==> config.mk <==
export PLATFORM = sky130hd
export DESIGN_NAME = gray_tracker
export DESIGN_NICKNAME = d
export VERILOG_FILES = /design/src/rtl/gray_pkg.sv /design/src/rtl/gray_to_bin.sv /design/src/rtl/gray_tracker.sv
export SDC_FILE = /design/constraint.sdc
export NUM_CORES = 1
export LEC_CHECK = 0
export CAP_MARGIN = 40
export CORE_ASPECT_RATIO = 1.2
export CORE_MARGIN = 2
export CORE_UTILIZATION = 45
export CTS_CLUSTER_DIAMETER = 120
export DETAILED_ROUTE_END_ITERATION = 10
export PLACE_DENSITY = 0.72
export SYNTH_ARGS = -nofsm -noshare
export SYNTH_HDL_FRONTEND = slang
export SYNTH_SLANG_ARGS = --single-unit
export TNS_END_PERCENT = 30
==> constraint.sdc <==
create_clock -name Clk -period 3.1 [get_ports Clk]
set_clock_uncertainty 0.15 [all_clocks]
set_input_delay 0.31 -clock Clk [delete_from_list [all_inputs] [get_ports Clk]]
set_output_delay 0.31 -clock Clk [all_outputs]
set_load 0.005 [all_outputs]
==> src/rtl/gray_pkg.sv <==
// gray_pkg: shared types, default sizes and Gray/binary helpers for the
// Gray-code tracker.
//   state_t          : tracker FSM states (INIT, TRACK, ERROR)
//   DEF_*            : default parameter values
//   gray2bin/bin2gray: 32-bit helpers. Upper bits must be zero for narrower
//                      counts, which makes them correct for any WIDTH <= 32.
package gray_pkg;

    localparam int DEF_WIDTH       = 3;
    localparam int DEF_SYNC_STAGES = 2;
    localparam int DEF_WRAP_W      = 8;
    localparam int ERR_CNT_W       = 8;

    typedef enum logic [1:0] {
        INIT  = 2'd0,
        TRACK = 2'd1,
        ERROR = 2'd2
    } state_t;

    // Prefix XOR from the MSB down.
    function automatic logic [31:0] gray2bin(input logic [31:0] g);
        logic [31:0] b;
        b[31] = g[31];
        for (int i = 30; i >= 0; i--) begin
            b[i] = b[i+1] ^ g[i];
        end
        return b;
    endfunction

    function automatic logic [31:0] bin2gray(input logic [31:0] b);
        return b ^ (b >> 1);
    endfunction

endpackage

==> src/rtl/gray_to_bin.sv <==
// gray_to_bin: combinational Gray-to-binary decode.
//   gray : WIDTH-bit Gray-coded input
//   bin  : WIDTH-bit binary result, bin[MSB]=gray[MSB], bin[i]=bin[i+1]^gray[i]
module gray_to_bin #(
    parameter int WIDTH = 3
) (
    input  logic [WIDTH-1:0] gray,
    output logic [WIDTH-1:0] bin
);

    always_comb begin
        bin = '0;
        bin[WIDTH-1] = gray[WIDTH-1];
        for (int i = WIDTH - 2; i >= 0; i--) begin
            bin[i] = bin[i+1] ^ gray[i];
        end
    end

endmodule

==> src/rtl/gray_tracker.sv <==
// gray_tracker: receive side of a Gray-code counter link.
// Synchronizes an asynchronous Gray count, decodes it to binary and checks
// that every observed change is exactly one +1 step (mod 2^WIDTH).
//
// Ports:
//   Clk, Reset  : clock, synchronous active-high reset
//   GrayIn      : Gray count from another clock domain
//   Clear       : leaves ERROR / forces a resync; clears Error and WrapCount
//   BinOut      : tracked binary count
//   Step, Wrap  : registered one-cycle pulses (advance by 1, advance 7->0 style)
//   WrapCount   : number of wraps modulo 2^WRAP_W
//   Locked      : high while in TRACK
//   Error       : sticky illegal-transition flag
//   DbgState    : current FSM state for observation
//   ErrCount, LastBad : only when GRAY_ERR_CNT_EN is defined; saturating
//                       illegal-transition count and the decoded value that
//                       caused the most recent one.
//
// Handshake: there is none; GrayIn is sampled every cycle and all outputs are
// valid every cycle after reset.
module gray_tracker
    import gray_pkg::*;
#(
    parameter int WIDTH       = DEF_WIDTH,
    parameter int SYNC_STAGES = DEF_SYNC_STAGES,
    parameter int WRAP_W      = DEF_WRAP_W
) (
    input  logic              Clk,
    input  logic              Reset,
    input  logic [WIDTH-1:0]  GrayIn,
    input  logic              Clear,
    output logic [WIDTH-1:0]  BinOut,
    output logic              Step,
    output logic              Wrap,
    output logic [WRAP_W-1:0] WrapCount,
    output logic              Locked,
    output logic              Error,
`ifdef GRAY_ERR_CNT_EN
    output logic [ERR_CNT_W-1:0] ErrCount,
    output logic [WIDTH-1:0]     LastBad,
`endif
    output state_t            DbgState
);

    localparam int FILL_W = $clog2(SYNC_STAGES + 1);
    localparam logic [FILL_W-1:0] FILL_FULL = FILL_W'(SYNC_STAGES);

    // Synchronizer chain; stage SYNC_STAGES-1 is the settled sample.
    logic [WIDTH-1:0] sync_q [SYNC_STAGES];
    logic [WIDTH-1:0] dec;

    always_ff @(posedge Clk) begin
        if (Reset) begin
            for (int k = 0; k < SYNC_STAGES; k++) sync_q[k] <= '0;
        end else begin
            sync_q[0] <= GrayIn;
            for (int k = 1; k < SYNC_STAGES; k++) sync_q[k] <= sync_q[k-1];
        end
    end

    gray_to_bin #(.WIDTH(WIDTH)) u_dec (
        .gray (sync_q[SYNC_STAGES-1]),
        .bin  (dec)
    );

    state_t            state_q, state_n;
    logic [FILL_W-1:0] fill_q, fill_n;
    logic [WIDTH-1:0]  bin_q, bin_n;
    logic              step_q, step_n;
    logic              wrap_q, wrap_n;
    logic [WRAP_W-1:0] wcnt_q, wcnt_n;
    logic              err_q, err_n;
    logic              illegal;
    logic [WIDTH-1:0]  delta;

    always_ff @(posedge Clk) begin
        if (Reset) begin
            state_q <= INIT;
            fill_q  <= '0;
            bin_q   <= '0;
            step_q  <= 1'b0;
            wrap_q  <= 1'b0;
            wcnt_q  <= '0;
            err_q   <= 1'b0;
        end else begin
            state_q <= state_n;
            fill_q  <= fill_n;
            bin_q   <= bin_n;
            step_q  <= step_n;
            wrap_q  <= wrap_n;
            wcnt_q  <= wcnt_n;
            err_q   <= err_n;
        end
    end

    always_comb begin
        state_n = state_q;
        fill_n  = fill_q;
        bin_n   = bin_q;
        step_n  = 1'b0;
        wrap_n  = 1'b0;
        wcnt_n  = wcnt_q;
        err_n   = err_q;
        illegal = 1'b0;
        // Forward distance mod 2^WIDTH: 1 is the only legal change.
        delta   = dec - bin_q;

        if (Clear) begin
            // The chain is already full, so capture happens on the next edge.
            state_n = INIT;
            fill_n  = FILL_FULL;
            err_n   = 1'b0;
            wcnt_n  = '0;
        end else begin
            unique case (state_q)
                INIT: begin
                    if (fill_q == FILL_FULL) begin
                        bin_n   = dec;
                        state_n = TRACK;
                    end else begin
                        fill_n = fill_q + 1'b1;
                    end
                end
                TRACK: begin
                    if (delta == WIDTH'(1)) begin
                        bin_n  = dec;
                        step_n = 1'b1;
                        if (dec == '0) begin
                            wrap_n = 1'b1;
                            wcnt_n = wcnt_q + 1'b1;
                        end
                    end else if (delta != '0) begin
                        illegal = 1'b1;
                        err_n   = 1'b1;
                        state_n = ERROR;
                    end
                end
                ERROR: begin
                end
                default: begin
                    state_n = INIT;
                end
            endcase
        end
    end

`ifdef GRAY_ERR_CNT_EN
    logic [ERR_CNT_W-1:0] ecnt_q;
    logic [WIDTH-1:0]     bad_q;

    always_ff @(posedge Clk) begin
        if (Reset) begin
            ecnt_q <= '0;
            bad_q  <= '0;
        end else if (Clear) begin
            ecnt_q <= '0;
        end else if (illegal) begin
            if (ecnt_q != '1) ecnt_q <= ecnt_q + 1'b1;
            bad_q <= dec;
        end
    end

    assign ErrCount = ecnt_q;
    assign LastBad  = bad_q;
`endif

    assign BinOut    = bin_q;
    assign Step      = step_q;
    assign Wrap      = wrap_q;
    assign WrapCount = wcnt_q;
    assign Error     = err_q;
    assign Locked    = (state_q == TRACK);
    assign DbgState  = state_q;

endmodule

# Word level (Yosys, flattened, before mapping)
# Memories as Yosys holds them, arrays and structs flattened.
# Index checks and enable logic that the tools add are counted.
totals:
  ramBits: 6
  memories: 1
  ff_bits: 18
  out_inout_bits: 17
  word_cells: 61
memory_table:
  columns: ["name", "depth", "word_bits", "read_ports", "rd_ports_with_merged_regs", "write_ports", "line", "text"]
  rows:
  - ["sync_q", 2, 3, 2, 0, 2, "gray_tracker.sv:49", "logic [WIDTH-1:0] sync_q [SYNC_STAGES];"]
op_classes:
  n_eq_ne: 9
  mux: 17
  add_sub_neg: 3
  bitwise: 9
  n_reduce_logical: 14
ops:
  columns: ["operator", "n"]
  rows:
  - ["$mux 2", 6]
  - ["$mux 3", 4]
  - ["$add 8x1->8 const B", 1]
  - ["$reduce_and 4->1", 2]
  - ["$ne 2x2->1 const B", 3]
  - ["$pmux 2 s3", 1]
  - ["$pmux 3 s2", 1]
  - ["$reduce_and 3->1", 2]
  - ["$mux 1", 5]
  - ["$not 1->1", 5]
  - ["$eq 2x2->1 const B", 2]
  - ["$ne 2x1->1 const B", 2]
  - ["$reduce_and 2->1", 2]
  - ["$reduce_bool 2->1", 2]
  - ["$reduce_or 4->1", 1]
  - ["$eq 3x1->1 const B", 1]
  - ["$logic_not 3->1", 1]
  - ["$reduce_bool 3->1", 1]
  - ["$reduce_or 3->1", 1]
  - ["$sub 3x3->3", 1]
  - ["$add 2x1->2 const B", 1]
  - ["$eq 2x1->1 const B", 1]
  - ["$logic_not 2->1", 1]
  - ["$or 1x1->1", 2]
  - ["other kinds (2)", 3]

# Longest topological paths before layout
depth:
  word_depth: 7
  depth_mapped: 10

# By module
# Synthesis repeated with hierarchy kept, for this count alone.
unflattened:
  hier_cells: 109
  hier_area_um2: 1086.0
by_module_without_submodules:
  columns: ["mod", "area_per_inst_um2", "cells_per_inst", "instances", "seq_area_each_um2"]
  rows:
  - ["gray_tracker", 1046.0, 106, 1, 480.5]
  - ["gray_to_bin", 40.0, 3, 1, 0.0]

# Worst setup path after synthesis
# OpenSTA, ideal clock, no wires.
synth_timing:
  path_type: "register -> register"
  start: "mem sync_q[1][2], in the netlist sync_q[0][5]"
  end: "reg wcnt_q[6], in the netlist WrapCount[6]"
  setup_ps: 128
  arrival_ps: 2580
  slack_ps: 242
  synth_period_minus_slack_ps: 2858
  stages_incl_launch_ff: 11
  path_buffers: 0
  cell_sequence: "dfxtp_1 xnor2_1 ha_1 inv_1 ha_1 inv_1 fa_1 or4b_1 nor4_1 xnor2_1 nor2_1"
synth_lines:
  columns: ["element", "line", "text"]
  rows:
  - ["from (decl)", "gray_tracker.sv:49", null]
  - ["to (signal assigned)", "gray_tracker.sv:91", "wcnt_q <= wcnt_n;"]
  - ["to (decl)", "gray_tracker.sv:71", "logic [WRAP_W-1:0] wcnt_q, wcnt_n;"]

==> flow_metrics.tcl <==
set metrics [dict create \
    synth_top_area_share_pct 43.3 \
    final_area_um2 1420 \
    post-route-period-util_pct 94.0 \
    p_per_area_nw_per_um2 397 \
    numCtsBuffers 3 \
    cp-end-kind "flop" \
    drv_slew 0 \
    synth_nets 129 \
    fmax_mhz 343 \
    grt_pass1_vias 824 \
    grt-ovfl-total 0 \
    synth.distinct_cells 36 \
    pwr-share-seq_pct 57.9 \
    final_common_cell "dfxtp_1" \
    via_count 927 \
    maxCapViolCount 0 \
    synth-edff-count 0 \
    fin_crit_ps 2910 \
    cts_tree "done" \
    drive_gt1_share_pct 11.2 \
    clock_latency_ps 320 \
    synth_area_leaders "dfxtp_1, nor2b_1, xnor2_1" \
    hpwl_um 1650 \
    placed_cell_area_um2 1370 \
    clkPwrFrac_pct 24.2 \
    routedWlPerCell_um 13.1 \
    cpMaxStageDelayCell "or4b_1" \
    finalHoldViolCount 0 \
    synthToLayoutAreaGrowth_pct 27.9 \
    setup_violations 0 \
    n_antenna_cell 0 \
    final_util_pct 61.5 \
    cts_hold_buf 0 \
    placementRows 19 \
    path_clk_slew_ps 110 \
    avgSynthCellArea_um2 9.32 \
    globalplace.congestion 0.741 \
    cp.required_ps 3160 \
    ys_seq_area_share_pct 43.3 \
    ys_seq_elements 24 \
    antenna_found_initial 0 \
    internal_power_uw 411 \
    die_w_um 49.3 \
    core-area_um2 2310 \
    wirelength_um 2280 \
    dieArea_um2 2880 \
    h-tree-depth 1 \
    drc 0 \
    drt_iter0_markers 7 \
    grt_usage_pct 16.3 \
    ctsResizeCount 0 \
    cts_setup_buffers 0 \
    arrival_ps 2980 \
    synth_flop_cell "dfxtp_1" \
    max-slew-margin-rel_pct 56.1 \
    synthArstFlopShare_pct 0 \
    via_per_inst 5.33 \
    portBuffers 22 \
    cts_root_buffer "clkbuf_4" \
    path_cells "xnor2_2 -> ha_1 -> inv_1 -> ha_1 -> inv_1 -> fa_1 -> or4b_1 -> nor4_2 -> xnor2_1 -> nor2_1" \
    initial_core_util_pct 48.1 \
    cts.sinks 24 \
    setup_tns_ps 0 \
    syn-cell-area_um2 1110 \
    run_status "finished clean" \
    start_kind "flop" \
    first_pass_iters 5 \
    rsz0062_at_grt "no" \
    swShare_pct 27.0 \
    p_leak_uw 0.000493 \
    cpPeakStageDelay_ps 570 \
    grt_max_degree 15 \
    ios 23 \
    yosysWarnings 0 \
    yosysTopAreaCell "dfxtp_1" \
    switchingPower_uw 152 \
    cts_max_path_buffers 2 \
    peakVddDrop_mv 0.292 \
    worstMarginPinSlew_ps 657 \
    most-common-layout-cells "dfxtp_1, clkdlybuf4s50_1, nor2_1, nor2b_1" \
    cp_max_fo 5 \
    ant_nets 0 \
    grt_pass1_wl_um 3550 \
    hold_path.class "reg -> reg" \
    critical_path_class "reg -> reg" \
    syn-instance-count 119 \
    comb_power_share_pct 17.9 \
    nets 155 \
    die_h_um 58.4 \
]
-- cell families (layout without fill, tap and decap cells) --
family          Yosys count  count (layout)  synth area share (%)
mux                       1               1                 0.903
flops                    24              24                  43.3
compound gates           18              18                  10.8
simple gates             53              53                  27.9
fa+ha+maj                 4               4                  5.19
xor+xnor                  9               9                  8.47
buf+inv                  10              34                  3.39
-- per-stage QoR --
stage	worst slack, ps	hold slack, ps	instances	total power (µW)
after detailed placement	97.9	281	171	427
after global routing	2.94	316	174	588
final	187	307	174	563
after floorplan	242	264	119	393
after CTS	84.7	311	174	559
after global placement	222	268	171	423
-- synth_stat cells, types with 2 or more instances --
cell	instances
nor4_1	3
a21oi_1	4
nor3_1	2
xor2_1	3
a22oi_1	2
xnor2_1	5
nand3_1	2
ha_1	3
or3_1	3
or2_2	3
nor2_1	11
o21ai_0	5
dfxtp_1	24
nor3b_1	3
inv_1	8
o211ai_1	2
nand4_1	2
nor2b_1	9
nand2_1	8
-- layer usage --
layer / wire length (µm) / part of all wire [%] / GRT usage [%] / vias to the layer above
met3: 114 / 5.0 / 3.55 / 7
met2: 1200 / 53 / 31.1 / 28
met5: 0 / 0 / 0 / -
met1: 907 / 40 / 16.8 / 435
li1: - / - / - / 457
met4: 52 / 2.3 / 7.76 / 0
-- cell type report --
cell class | count | area (µm²)
Fill cell | 222 | 888
Multi-Input combinational cell | 85 | 617
Sequential cell | 24 | 482
Timing Repair Buffer | 23 | 228
Tap cell | 31 | 38.8
Inverter | 8 | 30.0
Clock buffer | 3 | 22.5
-- worst paths after layout --
check	endpoint	slack, ps	cells after the start	startpoint
min	sync_q[0][3]	310	1	sync_q[0][0]
min reg2reg	sync_q[0][3]	310	1	sync_q[0][0]
max reg2reg	WrapCount[6]	190	10	sync_q[0][5]
max	WrapCount[6]	190	10	sync_q[0][5]
-- worst max-delay path, delay by kind of cell, from the launching register on --
| kind | cells | cell delay (ps) |
|---|---|---|
| and+or+nand+nor | 3 | 900 |
| DFF | 1 | 380 |
| xor gates and xnor gates | 2 | 370 |
| buffers and inverters | 2 | 120 |
| adders and majority gates | 3 | 890 |
-- sequential cells by signal, indices dropped and copies added (netlist names) --
signal,flops
BinOut,3
DbgState,2
Error,1
Step,1
Wrap,1
WrapCount,8
fill_q,2
sync_q,6
-- power by group through the flow --
| stage | clock [µW] | combinational [µW] | sequential, µW |
|---|---|---|---|
| finish | 136 | 101 | 326 |
| global route | 148 | 112 | 328 |
| CTS | 138 | 95.5 | 325 |
| detailed placement | 0 | 94.3 | 332 |
| global placement | 0 | 90.7 | 332 |
| floorplan | 0 | 62.2 | 331 |
Power figures use the tool's default switching activity.
